==> config.mk <==
export PLATFORM = sky130hd
export DESIGN_NAME = hazard_unit
export DESIGN_NICKNAME = d
export VERILOG_FILES = /design/src/rtl/hazard_unit.sv
export SDC_FILE = /design/constraint.sdc
export NUM_CORES = 1
export LEC_CHECK = 0
export BUFFER_PORTS_ARGS = -buffer_cell sky130_fd_sc_hd__clkbuf_2
export CAP_MARGIN = 20
export CORE_MARGIN = 8
export CORE_UTILIZATION = 45
export CTS_CLUSTER_SIZE = 10
export DETAILED_ROUTE_END_ITERATION = 16
export GPL_TIMING_DRIVEN = 0
export MAX_ROUTING_LAYER = met4
export PLACE_DENSITY_LB_ADDON = 0.2
export SLEW_MARGIN = 10
export SYNTH_ARGS = -nofsm -noshare
export SYNTH_HDL_FRONTEND = slang
export SYNTH_SLANG_ARGS = --single-unit
==> constraint.sdc <==
create_clock -name clk -period 4.45 [get_ports clk]
set_input_delay 0.445 -clock clk [delete_from_list [all_inputs] [get_ports clk]]
set_output_delay 0.445 -clock clk [all_outputs]
set_load 0.005 [all_outputs]
==> src/rtl/hazard_unit.sv <==
// ---------------------------------------------------------------------------
// hazard_unit
//
// Pipeline hazard detection and forwarding control for a five-stage in-order
// core. The unit keeps a three-entry scoreboard that mirrors the EX, MEM and
// WB stages. It compares the ID-stage sources against that scoreboard and
// produces four kinds of result:
//   * a one-cycle load-use stall: ID control is zeroed, and PC and IF/ID are
//     held.
//   * operand forwarding selects for Rn and Rm.
//   * an IF/ID flush for a taken branch. The flush is suppressed while a
//     stall holds ID, so the branch resolves again on the next cycle.
//   * saturating counters for stall cycles and flushes.
//
// Ports
//   clk              : single clock, rising edge
//   reset            : asynchronous, active-high
//   id_rn / id_rm    : ID source registers
//   id_rn_used /
//   id_rm_used       : the matching source is actually read
//   id_rd            : ID destination register
//   id_reg_write     : ID instruction writes id_rd
//   id_mem_load      : ID instruction is a load
//   branch_taken     : taken branch resolved in ID this cycle
//   nop_insert       : 1 zeroes the ID control signals (bubble into EX)
//   pc_load_enable   : PC update enable
//   ifid_load_enable : IF/ID update enable
//   ifid_flush       : clear IF/ID at the next edge
//   fwd_a / fwd_b    : operand source, 00 regfile, 01 EX, 10 MEM, 11 WB
//   stall_cycles     : saturating count of load-use stall cycles
//   flush_count      : saturating count of IF/ID flushes
// ---------------------------------------------------------------------------
module hazard_unit #(
   parameter int CNT_W = 16
) (
   input  logic             clk,
   input  logic             reset,
   input  logic [3:0]       id_rn,
   input  logic [3:0]       id_rm,
   input  logic             id_rn_used,
   input  logic             id_rm_used,
   input  logic [3:0]       id_rd,
   input  logic             id_reg_write,
   input  logic             id_mem_load,
   input  logic             branch_taken,
   output logic             nop_insert,
   output logic             pc_load_enable,
   output logic             ifid_load_enable,
   output logic             ifid_flush,
   output logic [1:0]       fwd_a,
   output logic [1:0]       fwd_b,
   output logic [CNT_W-1:0] stall_cycles,
   output logic [CNT_W-1:0] flush_count
);

   localparam logic [CNT_W-1:0] CNT_ONE = {{(CNT_W-1){1'b0}}, 1'b1};
   localparam logic [CNT_W-1:0] CNT_MAX = {CNT_W{1'b1}};

   // Register 15 is the PC. It is never produced through the normal
   // write-back path, so it never forwards and never stalls.
   localparam logic [3:0] PC_REG = 4'd15;

   typedef struct packed {
      logic       valid;
      logic [3:0] rd;
      logic       reg_write;
      logic       is_load;
   } sb_entry_t;

   sb_entry_t ex_reg, mem_reg, wb_reg;
   sb_entry_t id_entry;
   sb_entry_t ex_next;

   logic [CNT_W-1:0] stall_cnt_reg, stall_cnt_next;
   logic [CNT_W-1:0] flush_cnt_reg, flush_cnt_next;

   // Index 0 is Rn and index 1 is Rm, so both sources share one
   // generate loop.
   logic [1:0][3:0] src;
   logic [1:0]      src_used;
   logic [1:0]      hit_ex, hit_mem, hit_wb;
   logic [1:0][1:0] fwd_sel;

   logic load_use;

   function automatic logic src_match(input sb_entry_t e,
                                      input logic [3:0] s,
                                      input logic       used);
      return used && e.valid && e.reg_write && (e.rd == s) && (s != PC_REG);
   endfunction

   assign src[0]      = id_rn;
   assign src[1]      = id_rm;
   assign src_used[0] = id_rn_used;
   assign src_used[1] = id_rm_used;

   assign id_entry = '{valid: 1'b1, rd: id_rd,
                       reg_write: id_reg_write, is_load: id_mem_load};

   // ------------------------------------------------------------------
   // Per-source match and forward selection
   // ------------------------------------------------------------------
   generate
      for (genvar gi = 0; gi < 2; gi++) begin : g_src
         assign hit_ex[gi]  = src_match(ex_reg,  src[gi], src_used[gi]);
         assign hit_mem[gi] = src_match(mem_reg, src[gi], src_used[gi]);
         assign hit_wb[gi]  = src_match(wb_reg,  src[gi], src_used[gi]);

         // The youngest producer wins. A load in EX has no data yet.
         // The stall covers that case, so this source reads the regfile
         // for now and picks up MEM forwarding on the following cycle.
         assign fwd_sel[gi] = reset                          ? 2'b00 :
                              (hit_ex[gi] && ex_reg.is_load) ? 2'b00 :
                              hit_ex[gi]                     ? 2'b01 :
                              hit_mem[gi]                    ? 2'b10 :
                              hit_wb[gi]                     ? 2'b11 :
                                                               2'b00;
      end
   endgenerate

   assign fwd_a = fwd_sel[0];
   assign fwd_b = fwd_sel[1];

   // ------------------------------------------------------------------
   // Stall / flush control (combinational, zero latency)
   // ------------------------------------------------------------------
   // While reset is held the scoreboard is already clear. The explicit
   // gating keeps the outputs at their idle values whatever ID presents.
   assign load_use = !reset && ex_reg.is_load && (|hit_ex);

   assign nop_insert       = load_use;
   assign pc_load_enable   = !load_use;
   assign ifid_load_enable = !load_use;

   // A stalled ID holds the branch, and the branch resolves again next
   // cycle. Flushing now would throw away the instruction behind it twice.
   assign ifid_flush = !reset && branch_taken && !load_use;

   // ------------------------------------------------------------------
   // Scoreboard shift
   // ------------------------------------------------------------------
   always_comb begin
      ex_next = id_entry;
      if (nop_insert) begin
         ex_next = '0;
      end
   end

   always_ff @(posedge clk or posedge reset) begin
      if (reset) begin
         ex_reg  <= '0;
         mem_reg <= '0;
         wb_reg  <= '0;
      end else begin
         ex_reg  <= ex_next;
         mem_reg <= ex_reg;
         wb_reg  <= mem_reg;
      end
   end

   // ------------------------------------------------------------------
   // Saturating performance counters
   // ------------------------------------------------------------------
   always_comb begin
      stall_cnt_next = stall_cnt_reg;
      if (load_use && (stall_cnt_reg != CNT_MAX)) begin
         stall_cnt_next = stall_cnt_reg + CNT_ONE;
      end
   end

   always_comb begin
      flush_cnt_next = flush_cnt_reg;
      if (ifid_flush && (flush_cnt_reg != CNT_MAX)) begin
         flush_cnt_next = flush_cnt_reg + CNT_ONE;
      end
   end

   always_ff @(posedge clk or posedge reset) begin
      if (reset) begin
         stall_cnt_reg <= '0;
         flush_cnt_reg <= '0;
      end else begin
         stall_cnt_reg <= stall_cnt_next;
         flush_cnt_reg <= flush_cnt_next;
      end
   end

   assign stall_cycles = stall_cnt_reg;
   assign flush_count  = flush_cnt_reg;

endmodule
==> out/metrics.cfg, run 1 <==
[synthesis]
synthSimpleGateAreaFrac_pct = 29.2
synthCells = 248
synth_top_area_share_pct = 45.7
synthFlopType = dfrtp_1
synth_fa_ha_area_share_pct = 0.897
seq_area_frac_synth_pct = 45.7
synth_top_cells_by_count = dfrtp_1 (51), xor2_1 (32), nand2_1 (20), xnor2_1 (20), nand4_1 (15)
synth_top_family_by_area = simple AND/OR/NAND/NOR gates
synth-seq-cells = 51
ys_warn_count = 0
muxShareOfSynthArea_pct = 1.35
syn_nets = 269
yosys.area.top_type = dfrtp_1
synth_area_um2 = 2790
ys_types = 43
yosysMostFrequentCell = dfrtp_1
synth-compound-area-share_pct = 3.09
post_synth.cell_area_avg_um2 = 11.3
synth-edff-count = 0
synth_area_leaders = dfrtp_1 (46%), xor2_1 (10%), xnor2_1 (6.3%), nand4_1 (3.4%), nand2_1 (2.7%)
synthArstFlopShare_pct = 100
synth-xor-area-share_pct = 16.3

[routing]
drtAntennaViolNets = 0
wl_per_cell_um = 15.4
dr.pass1.iters = 4
avgViaCountPerCell = 5.29
vias = 2042
wirelength_mm = 5.95
drc = 0
dr.first_iter.drc_count = 80

[placement]
gp_congestion = 0.844
place_inst = 379
dp_slack_ns = 2.14
portBuffers = 55
placed_cell_area_um2 = 3180
dpl.hpwl_mm = 4.53

[layout]
fin_area_um2 = 3280
drive_gt1_share_pct = 30.5
area_growth_pct = 17.6
nNetsFinal = 332
final_cells = 386
antenna_cells = 0
utilization_pct = 55.1

[floorplan]
num_io_pins = 59
die_w_um = 94.7
start_util_pct = 46.8
die_area_um2 = 8980
rows = 28
die_h_um = 94.7
core_area_um2 = 5960

[grt]
grt_first_pass_wirelength_mm = 10.1
grt_pass1_vias = 2156
grt_overflow = 0
grt_use_total_pct = 14.4
antenna_found_initial = 0
grt_max_degree = 33

[clock_tree]
cts_hold_buf = 0
ctsResizeCount = 0
cts_buffers = 5
cts_root_buffer = clkbuf_8
path_clk_slew_ns = 0.09
htreeDepth = 2
cts.sink_count = 51
clk_path_buf_depth = 2
post-cts-setup-buffers = 0
cts_tree = yes
clock_latency_ns = 0.30

[critical_path]
cp_max_fo = 10
r2r_start = ex_reg[4]$_DFF_PP0_
r2r_setup_slack_ns = 2.62
cp.arrival_ns = 1.96
start_kind = register
rr_endpoint = flush_count[13]$_DFFE_PP0P_
path_class = reg2out
ff2ff_path_depth = 6
worst-endpoint-required_ns = 4.01
cp-end-kind = output port

[job]
cap_violations = 0

[status]
outcome = finished clean

[sta]
fin_tns_setup_ns = 0
fin_skew_ns = 0.00639
relSlewSlack_pct = 67.5
worst_slack_ns = 2.04
finalHoldViolCount = 0
max_freq_mhz = 415
rsz0062_at_grt = no
whs_ns = 0.243
fin_crit_ns = 2.41
setup_viol = 0
finalCritPeriodShare_pct = 54.1
final-max-slew-violation-count = 0
worst_pin_slew_ns = 0.485

[power]
power.total_mw = 1.05
irDropWorstVdd_mv = 0.166
p_leak_nw = 1.57
power.density_nw_per_um2 = 319

[min_path]
hp-class = in2async

## logic make-up (layout without fill, tap and decap cells)
logic type | after synthesis | count (layout)
simple gates | 120 | 120
xor+xnor | 52 | 52
flops | 51 | 51
buf+inv | 12 | 75
compound gates | 8 | 8
mux | 3 | 3
fa+ha+maj | 2 | 2
## placed cells by master (no fill, tap or decap), drive strengths merged, types with 10 or more instances in the layout
cell type,count
clkbuf,63
dfrtp,51
xor2,32
xnor2,20
nand2,20
nand4,15
nor3,15
nand3,13
and2,10
nor4,10
## worst max-delay path: stages, from the launching register on
cell and delay [ns]:
dfrtp_1 0.43, xnor2_1 0.22, nand4_1 0.24, o22ai_4 0.39
buf_8 0.21, nor2_1 0.06, clkbuf_2 0.12
## worst max-delay path by stage
stage | slack (ns) | from | depth (start not counted) | endpoint
floorplan | 1.70 | reset | 4 | flush_count[1]$_DFFE_PP0P_
CTS | 2.00 | ex_reg[4]$_DFF_PP0_ | 6 | ifid_flush
global placement | 0.83 | reset | 5 | ifid_flush
finish | 2.04 | ex_reg[4]$_DFF_PP0_ | 6 | ifid_flush
global route | 1.91 | ex_reg[5]$_DFF_PP0_ | 6 | ifid_flush
detailed placement | 2.14 | id_rn[1] | 7 | fwd_a[1]
## per-layer routing
| metal | vias up | wire (µm) | global-route usage (%) |
|---|---|---|---|
| met5 | - | 0 | - |
| li1 | 998 | - | - |
| met2 | 32 | 2860 | 22.8 |
| met4 | 0 | 71 | 5.07 |
| met3 | 5 | 254 | 2.86 |
| met1 | 1007 | 2760 | 17.9 |
## power by group
part | internal [mW] | switching [mW]
combinational | 0.0861 | 0.0850
sequential | 0.503 | 0.0576
clock | 0.165 | 0.151
total | 0.755 | 0.294
## final cells by class
| cell class | instances | area [µm²] |
|---|---|---|
| clock buffer | 6 | 72.6 |
| fill | 564 | 2670 |
| multi-input combinational | 185 | 1420 |
| inverter | 2 | 7.51 |
| tap | 75 | 93.8 |
| timing repair buffer | 56 | 295 |
| buffer | 10 | 87.6 |
| clock inverter | 1 | 30.0 |
| sequential | 51 | 1280 |
Note: power is estimated with default switching activity, not from simulation.
==> inputs of run 2 (changes only) <==
==> constraint.sdc (replaced) <==
create_clock -name clk -period 2.5 [get_ports clk]
set_input_delay 0.25 -clock clk [delete_from_list [all_inputs] [get_ports clk]]
set_output_delay 0.25 -clock clk [all_outputs]
set_load 0.005 [all_outputs]
==> run 2 against run 1 <==
Compared with the run above:
- first-iteration DRC count is 8.8% higher
- worst setup slack worse by 1.8 ns
- sequential power is 78% higher
- critical path depth stayed put
- non-clock buffer count stayed put
- sequential share of layout area hardly changed
- largest cell class unchanged
==> out/metrics.cfg, run 2 (synthesis results as in run 1) <==
[critical_path]
start_kind = register  ; unchanged
path_class = reg2out  ; unchanged
cp_max_fo = 10  ; unchanged
max_stage_delay_ns = 0.43  ; about the same
crit_path_cell_trace = xnor2_1 > nand4_1 > o22ai_4 > buf_8 > nor2_1 > clkbuf_2  ; unchanged
cp_slowest_cell = dfrtp_1  ; unchanged
ff2ff_path_depth = 6  ; unchanged
critPathBufInv = 2  ; unchanged
cp-end-kind = output port  ; unchanged
crit_family = flip-flops  ; unchanged
worst-endpoint-required_ns = 2.25  ; was 4.01 ns
cp.arrival_ns = 1.97  ; was 1.96 ns
r2r_start = ex_reg[3]$_DFF_PP0_  ; was ex_reg[4]$_DFF_PP0_
rr_endpoint = flush_count[3]$_DFFE_PP0P_  ; was flush_count[13]$_DFFE_PP0P_
r2r_setup_slack_ns = 0.66  ; was 2.62 ns

[clock_tree]
path_clk_slew_ns = 0.09  ; about the same
cts.sink_count = 51  ; unchanged
clock_latency_ns = 0.30  ; about the same
cts_tree = yes  ; unchanged
cts_root_buffer = clkbuf_8  ; unchanged
ctsResizeCount = 0  ; unchanged
clk_path_buf_depth = 2  ; unchanged
post-cts-setup-buffers = 0  ; unchanged
htreeDepth = 2  ; unchanged
cts_buffers = 5  ; unchanged
cts_hold_buf = 0  ; unchanged

[sta]
finalCritPeriodShare_pct = 88.9
max_freq_mhz = 450
relSlewSlack_pct = 68.3  ; was 67.5%
setup_viol = 0  ; unchanged
finalHoldViolCount = 0  ; unchanged
fin_skew_ns = 0.00790  ; was 0.00639 ns
worst_slack_ns = 0.279  ; was 2.04 ns
fin_crit_ns = 2.22
worst_pin_slew_ns = 0.474  ; was 0.485 ns
final-max-slew-violation-count = 0  ; unchanged
rsz0062_at_grt = no  ; unchanged

[power]
p_leak_nw = 1.57  ; about the same
power.total_mw = 1.83  ; was 1.05 mW
power.density_nw_per_um2 = 557  ; was 319 nW/µm²
irDropWorstVdd_mv = 0.347  ; was 0.166 mV

[routing]
top_layer = met4  ; unchanged
drc = 0  ; unchanged
vias = 2033  ; was 2042
dr_wl_met2_mm = 2.80  ; was 2.86 mm
avgViaCountPerCell = 5.25  ; was 5.29
wl_per_cell_um = 15.3  ; was 15.4 µm
wirelength_mm = 5.91  ; was 5.95 mm
dr.pass1.iters = 4  ; unchanged
dr.first_iter.drc_count = 87  ; was 80
drtAntennaViolNets = 0  ; unchanged
dr_wl_met3_um = 295  ; was 254 µm
wl_met1_mm = 2.75  ; was 2.76 mm

[min_path]
hp-class = in2async  ; unchanged

[placement]
place_inst = 379  ; unchanged
portBuffers = 55  ; unchanged
placed_cell_area_um2 = 3180  ; about the same
dpl.hpwl_mm = 4.50  ; was 4.53 mm
dp_slack_ns = 0.548  ; was 2.14 ns
gp_congestion = 0.846  ; was 0.844

[floorplan]
start_util_pct = 46.8  ; unchanged
die_w_um = 94.7  ; unchanged
num_io_pins = 59  ; unchanged
rows = 28  ; unchanged
die_area_um2 = 8980  ; unchanged
core_area_um2 = 5960  ; unchanged
die_h_um = 94.7  ; unchanged

[job]
cap_violations = 0  ; unchanged

[grt]
grt_use_total_pct = 14.6  ; was 14.4%
grt_first_pass_wirelength_mm = 10.2  ; was 10.1 mm
grt_pass1_vias = 2075  ; was 2156
antenna_found_initial = 0  ; unchanged
grt_overflow = 0  ; unchanged
grt_max_degree = 33  ; unchanged

[layout]
layout_common_cells = clkbuf_2 (55), dfrtp_1 (51), xor2_1 (32)  ; unchanged
drive_gt1_share_pct = 30.8  ; was 30.5%
layout_commonest_cell = clkbuf_2  ; unchanged
nNetsFinal = 332  ; unchanged
fin_area_um2 = 3280  ; about the same
antenna_cells = 0  ; unchanged
utilization_pct = 55.1  ; about the same
final_cells = 387  ; was 386
area_growth_pct = 17.7  ; was 17.6%

[status]
outcome = finished clean  ; unchanged

-- run 2: cell types whose count changed in the layout (fill, tap and decap cells not counted), sizes merged --
cell	before	now
inv	2	1
clkinvlp	0	1
clkbuf	63	65
bufinv	1	0
-- run 2: worst reg2reg max path, cell delays in order (launching register included) --
cell     delay (ns)
dfrtp_1        0.43
xnor2_1        0.20
nand4_1        0.23
o22ai_4        0.41
buf_8          0.21
nor3_1         0.08
xor2_1         0.16
-- run 2: layout make-up --
class / instances / area [µm²]
Multi-Input combinational cell: 185 / 1420
Inverter: 2 / 11.3
Tap cell: 75 / 93.8
Clock buffer: 8 / 100
Sequential cell: 51 / 1280
Buffer: 10 / 87.6
Timing Repair Buffer: 56 / 295
Fill cell: 547 / 2670
-- run 2: worst max-delay path by stage --
stage / startpoint / to / slack, ns / cells past startpoint
final: ex_reg[3]$_DFF_PP0_ / ifid_flush / 0.28 / 6
after global routing: ex_reg[2]$_DFF_PP0_ / ifid_flush / 0.16 / 6
after floorplan: reset / flush_count[1]$_DFFE_PP0P_ / 0.53 / 4
after global placement: reset / flush_count[1]$_DFFE_PP0P_ / -0.19 / 5
after CTS: ex_reg[2]$_DFF_PP0_ / ifid_flush / 0.27 / 6
after detailed placement: reset / flush_count[1]$_DFFE_PP0P_ / 0.55 / 5
-- run 2: routing by layer --
| metal | up-vias | global-route usage [%] |
|---|---|---|
| met2 | 42 | 22.0 |
| met3 | 5 | 3.49 |
| met4 | 0 | 3.51 |
| met1 | 987 | 19.2 |
| met5 | - | - |
| li1 | 999 | - |
-- run 2: power by group --
part           internal (mW)  switching (mW)
clock                  0.253           0.266
sequential             0.896           0.102
combinational          0.154           0.156
total                   1.30           0.524
-- run 2: per-stage QoR --
stage               hold WS [ns]  TNS, ns
floorplan                  0.303        0
global placement           0.358   -0.529
detailed placement         0.363        0
CTS                       0.0633        0
global route              0.0935        0
finish                    0.0551        0
